File: src/rtl/ctl_pkg.sv
// Shared constants and types for the ctl_seq control sequencer and its decoder.
package ctl_pkg;

    localparam logic [6:0] OP_R   = 7'h33;
    localparam logic [6:0] OP_I   = 7'h13;
    localparam logic [6:0] OP_LW  = 7'h03;
    localparam logic [6:0] OP_SW  = 7'h23;
    localparam logic [6:0] OP_BEQ = 7'h63;
    localparam logic [6:0] OP_JAL = 7'h6f;

    localparam logic [2:0] ALU_AND = 3'b000;
    localparam logic [2:0] ALU_OR  = 3'b001;
    localparam logic [2:0] ALU_ADD = 3'b010;
    localparam logic [2:0] ALU_SUB = 3'b110;

    localparam logic [2:0] F3_ADD = 3'b000;
    localparam logic [2:0] F3_OR  = 3'b110;
    localparam logic [2:0] F3_AND = 3'b111;

    typedef enum logic [2:0] {
        S_IDLE   = 3'd0,
        S_FETCH  = 3'd1,
        S_DECODE = 3'd2,
        S_EXEC   = 3'd3,
        S_WRITE  = 3'd4,
        S_DONE   = 3'd5
    } state_t;

    // isBranch/isJump are not datapath controls; they steer the next-PC choice in WRITE.
    typedef struct packed {
        logic       regWrite;
        logic       aluSrc;
        logic [2:0] aluOp;
        logic       memRead;
        logic       memWrite;
        logic       mem2reg;
        logic       isBranch;
        logic       isJump;
    } ctl_word_t;

endpackage

File: src/rtl/ctl_decode.sv
// Combinational instruction decoder: maps opcode/funct3 onto a control word,
// flagging anything outside the supported subset as illegal.
module ctl_decode
    import ctl_pkg::*;
(
    input  logic [31:0] ins,
    output ctl_word_t   ctlWord,
    output logic        illegal
);

    logic [6:0] opcode;
    logic [2:0] funct3;
    logic       unusedBits;

    assign opcode     = ins[6:0];
    assign funct3     = ins[14:12];
    assign unusedBits = ^{ins[31:15], ins[11:7]};

    always_comb begin
        ctlWord = '0;
        illegal = 1'b0;
        case (opcode)
            OP_R: begin
                ctlWord.regWrite = 1'b1;
                case (funct3)
                    F3_ADD:  ctlWord.aluOp = ALU_ADD;
                    F3_OR:   ctlWord.aluOp = ALU_OR;
                    F3_AND:  ctlWord.aluOp = ALU_AND;
                    default: begin
                        ctlWord = '0;
                        illegal = 1'b1;
                    end
                endcase
            end
            OP_I: begin
                ctlWord.regWrite = 1'b1;
                ctlWord.aluSrc   = 1'b1;
                ctlWord.aluOp    = ALU_ADD;
            end
            OP_LW: begin
                ctlWord.regWrite = 1'b1;
                ctlWord.aluSrc   = 1'b1;
                ctlWord.aluOp    = ALU_ADD;
                ctlWord.memRead  = 1'b1;
                ctlWord.mem2reg  = 1'b1;
            end
            OP_SW: begin
                ctlWord.aluSrc   = 1'b1;
                ctlWord.aluOp    = ALU_ADD;
                ctlWord.memWrite = 1'b1;
            end
            OP_BEQ: begin
                ctlWord.aluOp    = ALU_SUB;
                ctlWord.isBranch = 1'b1;
            end
            OP_JAL: begin
                ctlWord.regWrite = 1'b1;
                ctlWord.aluSrc   = 1'b1;
                ctlWord.aluOp    = ALU_ADD;
                ctlWord.isJump   = 1'b1;
            end
            default: illegal = 1'b1;
        endcase
    end

endmodule

File: src/rtl/ctl_seq.sv
// Multi-cycle control sequencer: owns the PC, steps each instruction through
// FETCH/DECODE/EXEC/WRITE, counts retirements and halts on limit or illegal opcode.
module ctl_seq
    import ctl_pkg::*;
#(
    parameter int MAX_INS = 43,
    parameter int PC_W    = 32
)
(
    input  logic            clk,
    input  logic            rst_n,
    input  logic            start,
    input  logic [PC_W-1:0] entry_pc,
    input  logic [31:0]     ins,
    input  logic [PC_W-1:0] pcp4,
    input  logic            zero,
    input  logic [PC_W-1:0] branch,
    input  logic [PC_W-1:0] jtarget,
    output logic [PC_W-1:0] pc,
    output logic            reg_write,
    output logic            alu_src,
    output logic [2:0]      alu_op,
    output logic            mem_read,
    output logic            mem_write,
    output logic            mem2reg,
    output logic [31:0]     ic,
    output logic            busy,
    output logic            done,
    output logic            illegal,
    output logic [2:0]      dbgState
);

    localparam logic [31:0] MAX_COUNT = 32'(MAX_INS);
    localparam logic        LIMITED   = (MAX_INS != 0);

    state_t          state;
    ctl_word_t       decWord;
    logic            decIllegal;
    logic            pendRegWrite;
    logic            pendMemWrite;
    logic            isBranch;
    logic            isJump;
    logic [PC_W-1:0] nextPc;
    logic [31:0]     icNext;
    logic            haltNow;

    ctl_decode u_decode (
        .ins     (ins),
        .ctlWord (decWord),
        .illegal (decIllegal)
    );

    assign dbgState = state;
    assign icNext   = ic + 32'd1;
    assign haltNow  = LIMITED && (icNext == MAX_COUNT);

    // Offsets are in words; the sum wraps silently at PC_W bits.
    always_comb begin
        nextPc = pcp4;
        if (isJump) begin
            nextPc = pc + (jtarget << 2);
        end else if (isBranch && zero) begin
            nextPc = pc + (branch << 2);
        end
    end

    always_ff @(posedge clk) begin
        if (!rst_n) begin
            state        <= S_IDLE;
            pc           <= '0;
            ic           <= '0;
            pendRegWrite <= 1'b0;
            pendMemWrite <= 1'b0;
            isBranch     <= 1'b0;
            isJump       <= 1'b0;
            reg_write    <= 1'b0;
            alu_src      <= 1'b0;
            alu_op       <= '0;
            mem_read     <= 1'b0;
            mem_write    <= 1'b0;
            mem2reg      <= 1'b0;
            busy         <= 1'b0;
            done         <= 1'b0;
            illegal      <= 1'b0;
        end else begin
            case (state)
                S_IDLE, S_DONE: begin
                    if (start) begin
                        state   <= S_FETCH;
                        pc      <= entry_pc;
                        ic      <= '0;
                        illegal <= 1'b0;
                        busy    <= 1'b1;
                        done    <= 1'b0;
                    end
                end
                S_FETCH: begin
                    state <= S_DECODE;
                end
                S_DECODE: begin
                    if (decIllegal) begin
                        state   <= S_DONE;
                        illegal <= 1'b1;
                        busy    <= 1'b0;
                        done    <= 1'b1;
                    end else begin
                        state        <= S_EXEC;
                        pendRegWrite <= decWord.regWrite;
                        pendMemWrite <= decWord.memWrite;
                        isBranch     <= decWord.isBranch;
                        isJump       <= decWord.isJump;
                        alu_src      <= decWord.aluSrc;
                        alu_op       <= decWord.aluOp;
                        mem_read     <= decWord.memRead;
                        mem2reg      <= decWord.mem2reg;
                    end
                end
                S_EXEC: begin
                    // Strobes are held back one cycle so they fire only in WRITE.
                    state     <= S_WRITE;
                    reg_write <= pendRegWrite;
                    mem_write <= pendMemWrite;
                end
                S_WRITE: begin
                    pc        <= nextPc;
                    ic        <= icNext;
                    reg_write <= 1'b0;
                    mem_write <= 1'b0;
                    alu_src   <= 1'b0;
                    alu_op    <= '0;
                    mem_read  <= 1'b0;
                    mem2reg   <= 1'b0;
                    if (haltNow) begin
                        state <= S_DONE;
                        busy  <= 1'b0;
                        done  <= 1'b1;
                    end else begin
                        state <= S_FETCH;
                    end
                end
                default: begin
                    state <= S_IDLE;
                    busy  <= 1'b0;
                    done  <= 1'b0;
                end
            endcase
        end
    end

endmodule
File: config.mk
export PLATFORM = sky130hd
export DESIGN_NAME = ctl_seq
export DESIGN_NICKNAME = d
export VERILOG_FILES = /design/src/rtl/ctl_pkg.sv /design/src/rtl/ctl_decode.sv /design/src/rtl/ctl_seq.sv
export SDC_FILE = /design/constraint.sdc
export NUM_CORES = 1
export LEC_CHECK = 0
export CELL_PAD_IN_SITES_DETAIL_PLACEMENT = 1
export CELL_PAD_IN_SITES_GLOBAL_PLACEMENT = 2
export CORE_MARGIN = 3
export CORE_UTILIZATION = 26
export DETAILED_ROUTE_END_ITERATION = 10
export PLACE_DENSITY = 0.84
export SKIP_LAST_GASP = 1
export SLEW_MARGIN = 10
export SYNTH_ARGS = -nofsm -noshare
export SYNTH_HDL_FRONTEND = slang
export SYNTH_SLANG_ARGS = --single-unit
File: constraint.sdc
create_clock -name clk -period 3 [get_ports clk]
set_input_delay 0.45 -clock clk [delete_from_list [all_inputs] [get_ports clk]]
set_output_delay 0.45 -clock clk [all_outputs]
set_load 0.02 [all_outputs]
==> impl_metrics.ini <==
[drt]
drc_errors = 0
viasPerCell = 5.50
num_vias = 10134
routedWlPerCell_um = 20.7
drtPass1Iterations = 5
antenna_left = 0
wirelength_mm = 38.1
drtIter0Drc = 529

[timing]
tns_ns = 0
slew_headroom = 0.302
skew_ns = 0.00898
fin_crit_sh = 0.979
tightest_slew_ns = 1.05
slew_viol_final = 0
final_hold_viol_count = 0
setup-violations-final = 0
rsz0062_at_grt = yes
fmax_mhz = 340
whs_ns = 0.481
fin_crit_ns = 2.94

[floorplanning]
core-area_sq_um = 30100
io_pins = 242
chipHeight_um = 182
floorplan.rows = 63
die_w_um = 182
die_area_sq_um = 33200
initial_core_util = 0.268

[final_layout]
layout_commonest_cell = clkdlybuf4s50_1
nNetsFinal = 1674
layout_common_cells = clkdlybuf4s50_1 (215), buf_4 (173), nand2_1 (136), nor2_1 (123), a21oi_1 (105)
fill_cells = 3730
diodes = 0
fin_area_sq_um = 12200
drive_gt1_frac = 0.178
multi_input_area_sq_um = 6250
area_growth_pct = 51.6
register_area_sq_um = 1620

[global_routing]
use_met1 = 0.298
grt_max_degree = 52
first_global_vias = 10561
antenna_found_initial = 1
grt_pass1_wl_mm = 59.2
grt.busiest_layer = met2
grt-ovfl-total = 0
grt_use_met3 = 0.0323
met2_usage = 0.373
track_usage = 0.223

[run_status]
outcome = finished clean

[synth]
ys_seq_elements = 81
avgSynthCellArea_sq_um = 7.19
synth_area_sq_um = 8070
synth_cell_types = 88
synth-edff-count = 0
syn_inst = 1122
postSynth.topFlopCell = dfxtp_1
ys_warn_count = 0
ys_seq_area_frac = 0.201
synth-async-reset-ratio = 0
syn_nets = 1348

[place]
gp_congestion = 0.914
hpwlAfterDp_mm = 29.6
dpl_cell_area_sq_um = 11700
io_buffers = 215

[clocking]
clock-sinks = 81
clk_pin_slew_ns = 0.07
numCtsBuffers = 9
clk_path_buf_depth = 2
clkLatencyLatePin_ns = 0.36
cts-hold-fix-buffers = 0
root_buffer = clkbuf_16
htreeDepth = 3
cts_tree = built

[power]
leakagePower_nw = 4.84
irDropWorstVdd_mv = 0.240
power_w = 0.00408
power.density_nw_per_um2 = 334

[setup_path]
cp.arrival_ns = 3.23
path_class = in -> reg
worstPathRequired_ns = 3.29
crit_path_max_fanout = 3
endpoint_kind = flop
cp-start-kind = input pin

[job]
max_cap_violations = 0

[min_path]
min_path_type = reg -> reg
## synthesized netlist by cell type (all sizes together), types with 31 or more instances
cell type  number  share of area
nor2          125          0.059
xnor2          37          0.040
dfxtp          81           0.20
o21ai          69          0.043
nand2         137          0.064
nand3          36          0.025
a211oi         31          0.029
nor3           37          0.024
a21oi         111          0.069
clkbuf         59          0.031
ha             60          0.093
## worst paths after layout
kind	start	slack (ns)	to	cells past startpoint
hold reg to reg	alu_op[1]	0.48	alu_op[1]	2
setup reg to reg	pc[3]	0.21	pc[19]	10
hold / removal	alu_op[1]	0.48	alu_op[1]	2
setup / recovery	branch[15]	0.06	pc[30]	10
## critical path, stage by stage
cell             delay, ns
clkdlybuf4s50_1       0.46
ha_1                  0.35
nand2_1               0.05
o21ai_0               0.40
a221oi_1              0.15
o21a_1                0.17
o31a_1                0.33
or4_4                 0.51
a31o_1                0.24
a21oi_2               0.10
## sequential cells by signal, summed over array words and instances (netlist names)
register      count
alu_op            3
alu_src           1
busy              1
dbgState          3
done              1
ic               32
illegal           1
isBranch          1
isJump            1
mem2reg           1
mem_write         1
pc               32
pendMemWrite      1
pendRegWrite      1
reg_write         1
## cell families (layout without fill, tap and decap cells)
| group | Yosys count | count (layout) | synth area share |
|---|---|---|---|
| and+or+nand+nor | 438 | 438 | 0.263 |
| AOI/OAI and AO/OA | 379 | 379 | 0.309 |
| buffers and inverters | 93 | 424 | 0.0521 |
| DFF | 81 | 81 | 0.201 |
| adders and majority gates | 62 | 62 | 0.0980 |
| xor gates and xnor gates | 58 | 58 | 0.0630 |
| muxes | 11 | 11 | 0.0137 |
## stage by stage
stage | cells | util | setup slack, ns
after floorplan | 1122 | - | 0.241
after global placement | 1825 | 0.388 | -0.478
after detailed placement | 1825 | 0.388 | -0.494
after CTS | 1842 | 0.399 | -0.000548
after global routing | 1843 | 0.406 | -0.0734
final | 1843 | 0.406 | 0.0629
## cell type report
type                       count  area share
clock buffer                   9      0.0184
clock inverter                 7     0.00624
inverter                      18     0.00553
multi-input combinational    948       0.512
sequential                    81       0.133
tap                          390      0.0399
timing repair buffer         390       0.286
## power breakdown
part	internal [W]	switching, W
clock network	0.000653	0.000551
logic	0.000843	0.000866
registers	0.00112	0.0000538
## routing by layer
metal  vias to the layer above  part of all wire
met4                         2             0.024
met5                         -           0.00032
met3                        52             0.061
met1                      4926              0.46
met2                       327              0.46
li1                       4827                 -
## repair_timing
item | 4_1_cts | 5_1_grt
endpoints found under the hold margin | 0 | 0
setup buffers | 1 | 2
gates resized for setup | 6 | 43
pin swaps | 6 | 15
setup endpoints to repair | 6 | 18
No activity file was read; power rests on OpenSTA's default activity.
